==> src/rtl/chained_shift_unit_if.sv <==
// Control/data bundle for chained_shift_unit; pause exists only when REG_UNIT_PAUSE_EN is defined.
interface chained_shift_unit_if #(
  parameter int unsigned WIDTH = 8,
  parameter int unsigned CW    = $clog2(WIDTH + 1)
);
  logic             ld_a;
  logic             ld_b;
  logic             clr_a;
  logic             shift_en;
  logic             start;
  logic             sign_in;
`ifdef REG_UNIT_PAUSE_EN
  logic             pause;
`endif
  logic [WIDTH-1:0] d;
  logic [WIDTH-1:0] a;
  logic [WIDTH-1:0] b;
  logic             a_out;
  logic             b_out;
  logic             busy;
  logic             done;
  logic [CW-1:0]    shift_cnt;

  modport master (
    output ld_a, ld_b, clr_a, shift_en, start, sign_in,
`ifdef REG_UNIT_PAUSE_EN
    output pause,
`endif
    output d,
    input  a, b, a_out, b_out, busy, done, shift_cnt
  );

  modport slave (
    input  ld_a, ld_b, clr_a, shift_en, start, sign_in,
`ifdef REG_UNIT_PAUSE_EN
    input  pause,
`endif
    input  d,
    output a, b, a_out, b_out, busy, done, shift_cnt
  );
endinterface

==> src/rtl/chained_shift_unit.sv <==
// A/B right-shift chain {sign_in -> A -> B} with load/clear, single step and WIDTH-shift burst.
// Optional burst freeze input enabled by defining REG_UNIT_PAUSE_EN.
module chained_shift_unit #(
  parameter int unsigned WIDTH = 8,
  parameter int unsigned CW    = $clog2(WIDTH + 1)
) (
  input logic clk,
  input logic rst_n,
  chained_shift_unit_if.slave bus
);

  typedef enum logic [1:0] {StIdle, StShift, StDone} state_e;

  state_e           state_q, state_d;
  logic [WIDTH-1:0] a_q, a_d;
  logic [WIDTH-1:0] b_q, b_d;
  logic [CW-1:0]    cnt_q, cnt_d;
  logic [WIDTH-1:0] a_sh;
  logic [WIDTH-1:0] b_sh;
  logic             hold;

  assign a_sh = {bus.sign_in, a_q[WIDTH-1:1]};
  assign b_sh = {a_q[0], b_q[WIDTH-1:1]};

`ifdef REG_UNIT_PAUSE_EN
  assign hold = bus.pause;
`else
  assign hold = 1'b0;
`endif

  always_comb begin
    state_d = state_q;
    a_d     = a_q;
    b_d     = b_q;
    cnt_d   = cnt_q;
    unique case (state_q)
      StIdle: begin
        // Loads win on their own register; the other one may still single-step.
        if (bus.clr_a) begin
          a_d = '0;
        end else if (bus.ld_a) begin
          a_d = bus.d;
        end else if (bus.shift_en && !bus.start) begin
          a_d = a_sh;
        end
        if (bus.ld_b) begin
          b_d = bus.d;
        end else if (bus.shift_en && !bus.start) begin
          b_d = b_sh;
        end
        if (bus.start) begin
          state_d = StShift;
          cnt_d   = '0;
        end
      end
      StShift: begin
        if (!hold) begin
          a_d   = a_sh;
          b_d   = b_sh;
          cnt_d = cnt_q + CW'(1);
          if (cnt_q == CW'(WIDTH - 1)) begin
            state_d = StDone;
          end
        end
      end
      StDone: begin
        state_d = StIdle;
      end
      default: begin
        state_d = StIdle;
      end
    endcase
  end

  always_ff @(posedge clk or negedge rst_n) begin
    if (!rst_n) begin
      state_q <= StIdle;
      a_q     <= '0;
      b_q     <= '0;
      cnt_q   <= '0;
    end else begin
      state_q <= state_d;
      a_q     <= a_d;
      b_q     <= b_d;
      cnt_q   <= cnt_d;
    end
  end

  assign bus.a         = a_q;
  assign bus.b         = b_q;
  assign bus.a_out     = a_q[0];
  assign bus.b_out     = b_q[0];
  assign bus.busy      = (state_q == StShift);
  assign bus.done      = (state_q == StDone);
  assign bus.shift_cnt = cnt_q;

endmodule

==> src/flat_wrapper.sv <==
// flat-port wrapper written by rule: the top's interface ports become plain ports
module chained_shift_unit_flat 
#(
  parameter int unsigned WIDTH = 8,
  parameter int unsigned CW    = $clog2(WIDTH + 1)
)
  (clk, rst_n, bus_ld_a, bus_ld_b, bus_clr_a, bus_shift_en, bus_start, bus_sign_in, bus_d, bus_a, bus_b, bus_a_out, bus_b_out, bus_busy, bus_done, bus_shift_cnt);
  chained_shift_unit_if #(.WIDTH(WIDTH), .CW(CW)) bus_i ();
  input logic clk;
  input logic rst_n;
  input wire logic [$bits(bus_i.ld_a)-1:0] bus_ld_a;
  input wire logic [$bits(bus_i.ld_b)-1:0] bus_ld_b;
  input wire logic [$bits(bus_i.clr_a)-1:0] bus_clr_a;
  input wire logic [$bits(bus_i.shift_en)-1:0] bus_shift_en;
  input wire logic [$bits(bus_i.start)-1:0] bus_start;
  input wire logic [$bits(bus_i.sign_in)-1:0] bus_sign_in;
  input wire logic [$bits(bus_i.d)-1:0] bus_d;
  output wire logic [$bits(bus_i.a)-1:0] bus_a;
  output wire logic [$bits(bus_i.b)-1:0] bus_b;
  output wire logic [$bits(bus_i.a_out)-1:0] bus_a_out;
  output wire logic [$bits(bus_i.b_out)-1:0] bus_b_out;
  output wire logic [$bits(bus_i.busy)-1:0] bus_busy;
  output wire logic [$bits(bus_i.done)-1:0] bus_done;
  output wire logic [$bits(bus_i.shift_cnt)-1:0] bus_shift_cnt;
  assign bus_i.ld_a = bus_ld_a;
  assign bus_i.ld_b = bus_ld_b;
  assign bus_i.clr_a = bus_clr_a;
  assign bus_i.shift_en = bus_shift_en;
  assign bus_i.start = bus_start;
  assign bus_i.sign_in = bus_sign_in;
  assign bus_i.d = bus_d;
  assign bus_a = bus_i.a;
  assign bus_b = bus_i.b;
  assign bus_a_out = bus_i.a_out;
  assign bus_b_out = bus_i.b_out;
  assign bus_busy = bus_i.busy;
  assign bus_done = bus_i.done;
  assign bus_shift_cnt = bus_i.shift_cnt;
  chained_shift_unit #(.WIDTH(WIDTH), .CW(CW)) u_core (.clk(clk), .rst_n(rst_n), .bus(bus_i));
endmodule
==> config.mk <==
export PLATFORM = sky130hd
export DESIGN_NAME = chained_shift_unit_flat
export DESIGN_NICKNAME = d
export VERILOG_FILES = /design/src/rtl/chained_shift_unit_if.sv /design/src/rtl/chained_shift_unit.sv /design/src/flat_wrapper.sv
export SDC_FILE = /design/constraint.sdc
export NUM_CORES = 1
export LEC_CHECK = 0
export ABC_AREA = 1
export CAP_MARGIN = 20
export CORE_UTILIZATION = 45
export CTS_CLUSTER_SIZE = 30
export DETAILED_ROUTE_END_ITERATION = 10
export GPL_TIMING_DRIVEN = 0
export PLACE_DENSITY_LB_ADDON = 0.15
export SYNTH_ARGS = -nofsm -noshare
export SYNTH_HDL_FRONTEND = slang
export SYNTH_SLANG_ARGS = --single-unit
==> constraint.sdc <==
create_clock -name clk -period 1.4 [get_ports clk]
set_input_delay 0.28 -clock clk [delete_from_list [all_inputs] [get_ports clk]]
set_output_delay 0.28 -clock clk [all_outputs]
set_load 0.01 [all_outputs]
==> results of run 1 <==
==> flip-flops by register name, indices dropped and copies added, names as in the netlist <==
register	cells
u_core.bus.a	8
u_core.bus.b	8
u_core.bus.shift_cnt	4
u_core.state_q	2
==> per-layer routing <==
layer  share of wire  global-route usage  up-vias
met3           0.035              0.0250        7
met5               0                   0        -
met4           0.019               0.111        0
met1            0.44               0.283      605
li1                -                   -      653
met2            0.50               0.421       31
==> timing repair <==
item,4_1_cts,5_1_grt
gates resized for setup,32,8
setup buffers,15,4
endpoints found under the setup margin,24,4
==> power by group through the flow <==
stage	Clock [mW]	Sequential [mW]	Combinational (mW)
2_1_floorplan	0	1.31	1.00
3_3_place_gp	0	1.20	1.99
3_5_place_dp	0	1.23	2.03
4_1_cts	0.298	1.14	2.17
5_1_grt	0.317	1.20	2.53
6_report	0.291	1.15	2.27
==> layout make-up <==
cell class	count	area (um2)
Tap cell	30	37.5
Multi-Input combinational cell	127	586
Sequential cell	22	552
Timing Repair Buffer	58	513
Fill cell	224	719
Clock buffer	3	22.5
Buffer	6	58.8
Inverter	15	56.3
==> synthesized netlist by cell type, drive strengths merged <==
library cell,instances
nand2,85
dfrtp,22
nand3,19
inv,15
o21ai,12
buf,5
nor2,5
a21oi,1
a22o,1
clkbuf,1
ha,1
nor3,1
nor3b,1
or2,1
==> stage by stage <==
stage	cells	instance area, um2	TNS (ps)
detailed placement	238	1650	-4930
global placement	238	1650	-4170
CTS	256	1770	-144
finish	261	1830	0
floorplan	170	1230	0
global route	261	1830	-0.209
==> final timing paths <==
check / endpoint / cells past startpoint
worst min-delay path: u_core.bus.a[1] / 1
min in group clk: u_core.bus.b[2] / 5
worst max register to register: u_core.bus.b[6] / 7
max in group asynchronous: u_core.state_q[0] / 2
worst min register to register: u_core.bus.b[7] / 2
worst max-delay path: bus_done / 4
==> kinds of logic (layout without fill, tap and decap cells) <==
logic type | after synthesis | count (layout) | synth area share
adder cells (fa/ha/maj) | 1 | 1 | 0.0101
flip-flops | 22 | 22 | 0.446
AND/OR/NAND/NOR | 112 | 112 | 0.384
buffers and inverters | 21 | 82 | 0.0933
AO/OA/AOI/OAI | 14 | 14 | 0.0659
==> reports/summary.txt, run 1 <==
======================================================================================================
Required time at the worst-slack endpoint                                                      1120 ps
Dominant cell type by area after synthesis                                                     dfrtp_1
Static leakage                                                                                0.997 nW
Final antenna-violating net count                                                                    0
R2r setup slk                                                                                   120 ps
Average instance area after synthesis                                                         7.26 um2
Clk buf depth                                                                                        2
Per-cell routed wire length                                                                    12.0 um
Area added between synthesis and finish                                                          48.0%
Slack of the critical path                                                                     36.4 ps
Number of design rule violations left after detail routing                                           0
Final worst clock skew                                                                         3.21 ps
Leading cell types in the layout, fill and taps excluded                                  81 x nand2_1, 21 x buf_4, 21 x dfrtp_1
Ports                                                                                               40
H-tree levels                                                                                        1
Min cycle time layout                                                                          1360 ps
Total via count in the routed design                                                              1296
DIE WIDTH                                                                                      54.4 um
Maximum number of pins on one net before global-route repair                                        23
Placement Setup Slack                                                                          -184 ps
Launch point of the worst reg-to-reg path                                                 u_core.state_q[1]
Overflow after GRT                                                                                   0
Weighted congestion reported at the end of routability-driven placement                          0.828
Power consumption                                                                              3.71 mW
Number of hold buffers added after cts                                                               0
Root Buffer                                                                                   clkbuf_4
Vias per cell                                                                                     4.97
Sw frac                                                                                          0.413
Total net switching power                                                                      1.53 mW
Largest delay contributor family on the critical path                                       flip-flops
Top area cells in the synthesized netlist                                                 dfrtp_1 45%, nand2_1 25%, nand3_1 7.3%
Core Util, Final                                                                                 0.717
Delay contributed by the slowest stage of the critical path                                     410 ps
Final WL                                                                                       3120 um
Kind of end point of the critical path                                                      output pin
Crit path from                                                                            u_core.state_q[1]
Design internal power                                                                          2.18 mW
Setup violation total in the final timing report                                                     0
Overall die height                                                                             54.4 um
Antenna violations before repair                                                                     0
Worst slew margin relative to its limit                                                          0.733
Smallest hold slack                                                                             244 ps
Synth Cell Area                                                                               1230 um2
Placed wire-length estimate                                                                    2240 um
FMAX                                                                                           733 MHz
Detailed router's first-iteration violation count                                                   23
Run status                                                                                   completed
Instance count of the mapped netlist                                                               170
Sequential share of the synthesized area                                                         0.446
Pins Over Slew Limit                                                                                 0
Yosys reg bits                                                                                      22
Clock group share of total power                                                                 0.079
Slew at the pin closest to its max-slew limit                                                   397 ps
Power Density                                                                              2030 nW/um2
Sequential Power Share                                                                           0.310
CP Data Arrival Time                                                                           1080 ps
Number of buffer and inverter instances along the worst setup path                                   3
NumNets Final                                                                                      250
Type of the worst setup path                                                              flip-flop to output pin
Startpoint types                                                                             flip-flop
Global-route wire length before repair                                                         4970 um
Clock transition at the register clock pins on the worst setup and hold paths after CTS         120 ps
Core region area                                                                              2540 um2
Max-cap violations                                                                                   0
Starting Density                                                                                 0.485
Proportion of netlist area held by the largest area contributor                                  0.446
Count of buffers inserted at the top-level ports                                                    38
Most common library cell in the layout ignoring fill and taps                                  nand2_1
Fraction of final layout cells sized beyond drive strength 1                                     0.195
Nets in the synthesized netlist                                                                    187
Number of global-route vias before repair                                                         1201
Clock insertion delay at the later pin of the skew report                                       310 ps
Total inserted antenna cells                                                                         0
Number of different library cells in the post-synthesis netlist                                     22
Class of the worst hold path                                                              input port to asynchronous set/reset pin
Crit-path cells                                                                           inv_2 -> buf_6 -> nor2_4 -> buf_2
Count of warnings emitted by yosys                                                                   0
Count of TritonRoute iterations in the first routing pass                                            4
Clock tree from TritonCTS                                                                        built
Comb pwr share                                                                                   0.611
Area of the die                                                                               2960 um2
CP Max Fanout                                                                                        2
Clk sinks                                                                                           22
Peak ir drop on the vdd network                                                                1.43 mV
Slowest stage cell on the critical path                                                        dfrtp_1
Cell row count                                                                                      18
Crit share post-route                                                                            0.974
Overall global routing resource usage                                                            0.237
Number of hold-slack violations in the final timing report                                           0
Cts bufs inserted                                                                                    3
======================================================================================================
(Power assumes the default switching activity.)
==> run 2, diff against run 1 <==
--- a/config.mk
+++ b/config.mk
@@ -12,6 +12,7 @@
 export DETAILED_ROUTE_END_ITERATION = 10
 export GPL_TIMING_DRIVEN = 0
 export PLACE_DENSITY_LB_ADDON = 0.15
+export SLEW_MARGIN = 30
 export SYNTH_ARGS = -nofsm -noshare
 export SYNTH_HDL_FRONTEND = slang
 export SYNTH_SLANG_ARGS = --single-unit
==> run 2 against run 1 <==
  * Global-route usage up 1.3 points
  * First-iteration DRC count up 43%
  * Register-to-register slack worse by 50 ps
  * Critical path depth unchanged
  * Clock skew up 5.9 ps
  * Largest power group unchanged
==> reports/summary.txt, run 2 (synthesis gave the netlist of run 1 again) <==
======================================================================================================
Worst slew margin relative to its limit                                                          0.662   -0.0704
Leading cell types in the layout, fill and taps excluded                                  81 x nand2_1, 26 x buf_4, 22 x dfrtp_1
Final antenna-violating net count                                                                    0   unchanged
Vias per cell                                                                                     5.01   +0.92%
Slack of the critical path                                                                     19.6 ps   -16.8 ps
Hold worst-path end                                                                       u_core.bus.b[1]
Fraction of final layout cells sized beyond drive strength 1                                     0.207   +0.0119
Run status                                                                                   completed
Placed cell area                                                                              1650 um2   -0.30%
Placement Setup Slack                                                                          -185 ps   -1.43 ps
Antenna violations before repair                                                                     0   unchanged
Max-cap violations                                                                                   0   unchanged
Core Util, Final                                                                                 0.734   +0.0162
R2r setup slk                                                                                    70 ps   -50 ps
Number of global-route vias before repair                                                         1258   +4.7%
H-tree levels                                                                                        1   unchanged
Post-layout instance area                                                                     1870 um2   +2.3%
Overflow after GRT                                                                                   0   unchanged
Number of cells on the worst reg-to-reg path                                                         7   unchanged
Crit Reg-Reg Endpoint                                                                     u_core.bus.b[6]
Most common library cell in the layout ignoring fill and taps                                  nand2_1
Setup repair after global routing missed its margin                                               true
Detailed router's first-iteration violation count                                                   33   +43%
Clock tree from TritonCTS                                                                        built
Overall die height                                                                             54.4 um   unchanged
Power consumption                                                                              3.84 mW   +3.6%
Number of design rule violations left after detail routing                                           0   unchanged
Peak ir drop on the vdd network                                                                1.46 mV   +2.4%
FMAX                                                                                           724 MHz   -1.2%
Number of hold-slack violations in the final timing report                                           0   unchanged
Crit share post-route                                                                            0.986   +0.0120
CP Data Arrival Time                                                                           1100 ps   +20 ps
Maximum number of pins on one net before global-route repair                                        23   unchanged
Min cycle time layout                                                                          1380 ps   +16.8 ps
Class of the worst hold path                                                              input port to flip-flop
Count of TritonRoute iterations in the first routing pass                                            4   unchanged
Global-route wire length before repair                                                         5200 um   +4.7%
Final worst clock skew                                                                         9.07 ps   +5.86 ps
Number of standard cells in the layout, taps in and fillers out                                    267   +2.3%
Weighted congestion reported at the end of routability-driven placement                          0.828   unchanged
Ports                                                                                               40   unchanged
Kind of end point of the critical path                                                      output pin
Placed wire-length estimate                                                                    2250 um   +0.41%
Placed Instances                                                                                   238   unchanged
Startpoint types                                                                             flip-flop
Clock transition at the register clock pins on the worst setup and hold paths after CTS         130 ps   about the same
Overall global routing resource usage                                                            0.250   +0.0126
Starting Density                                                                                 0.485   unchanged
Final TNS setup                                                                                   0 ps   unchanged
Type of the worst setup path                                                              flip-flop to output pin
Root Buffer                                                                                   clkbuf_4
DIE WIDTH                                                                                      54.4 um   unchanged
Cts bufs inserted                                                                                    3   unchanged
Clk buf depth                                                                                        2   unchanged
Pins Over Slew Limit                                                                                 0   unchanged
Total inserted antenna cells                                                                         0   unchanged
Required time at the worst-slack endpoint                                                      1120 ps   about the same
Slew at the pin closest to its max-slew limit                                                   507 ps   +110 ps
Area of the die                                                                               2960 um2   unchanged
Core region area                                                                              2540 um2   unchanged
Final WL                                                                                       3240 um   +3.9%
NumNets Final                                                                                      256   +2.4%
Total via count in the routed design                                                              1338   +3.2%
Area added between synthesis and finish                                                          51.3%
Clock insertion delay at the later pin of the skew report                                       310 ps   about the same
Count of buffers inserted at the top-level ports                                                    38   unchanged
Setup violation total in the final timing report                                                     0   unchanged
CP Max Fanout                                                                                        2   unchanged
Launch point of the worst reg-to-reg path                                                 u_core.state_q[0]
Per-cell routed wire length                                                                    12.1 um   +1.5%
Hold Path Depth                                                                                      5
Clk sinks                                                                                           22   unchanged
Power Density                                                                              2060 nW/um2   +1.3%
Static leakage                                                                                 1.03 nW   +3.1%
Origin of the worst min-delay path                                                            bus_ld_b
Smallest hold slack                                                                             363 ps   +119 ps
Cell row count                                                                                      18   unchanged
======================================================================================================
==> run 2: cell count changes in the layout (fill, tap and decap cells not counted), sizes merged <==
cell | before | now
dlygate4sd3 | 0 | 1
clkdlybuf4s50 | 14 | 13
buf | 27 | 33
==> run 2: report_power, final <==
part	switching (mW)	total, mW	internal, mW
registers	0.186	1.13	0.940
clock network	0.196	0.297	0.101
logic	1.19	2.42	1.23
==> run 2: worst max path at each step <==
stage	start	cells past startpoint	endpoint	slack [ps]
after floorplan	u_core.state_q[1]	5	u_core.bus.shift_cnt[3]	300
after global placement	u_core.state_q[1]	4	bus_busy	-160
after detailed placement	u_core.state_q[1]	4	bus_busy	-180
after CTS	u_core.state_q[0]	4	bus_busy	20
after global routing	u_core.state_q[1]	4	bus_done	-30
final	u_core.state_q[1]	4	bus_done	20
==> run 2: critical path, stage by stage (launching register included) <==
cell	delay (ps)
dfrtp_1	410
inv_2	120
buf_6	110
nor2_1	30
buf_2	120
==> run 2: timing repair <==
action | in CTS | in global routing
pin swaps | 1 | 2
hold buffers | 1 | 0
resized for setup | 38 | 2
endpoints found under the setup margin | 24 | 10
hold endpoints to repair | 22 | 0
buffers inserted | 19 | 6
==> run 2: cell type report <==
type                    count  area, um2
repair buffers             64        552
clock buffers               3       22.5
multi-input cells         127        587
inverters                  15       58.8
fillers                   216        678
flip-flops and latches     22        551
well taps                  30       37.5
plain buffers               6       58.8
==> run 2: routing by layer <==
layer  wire (um)  up-vias  GRT usage  part of all wire
li1            -      668          -                 -
met1        1420      636      0.291              0.44
met2        1670       30      0.447              0.51
met3         126        4     0.0389             0.039
met4          25        0      0.107            0.0077
met5           0        -          0                 0
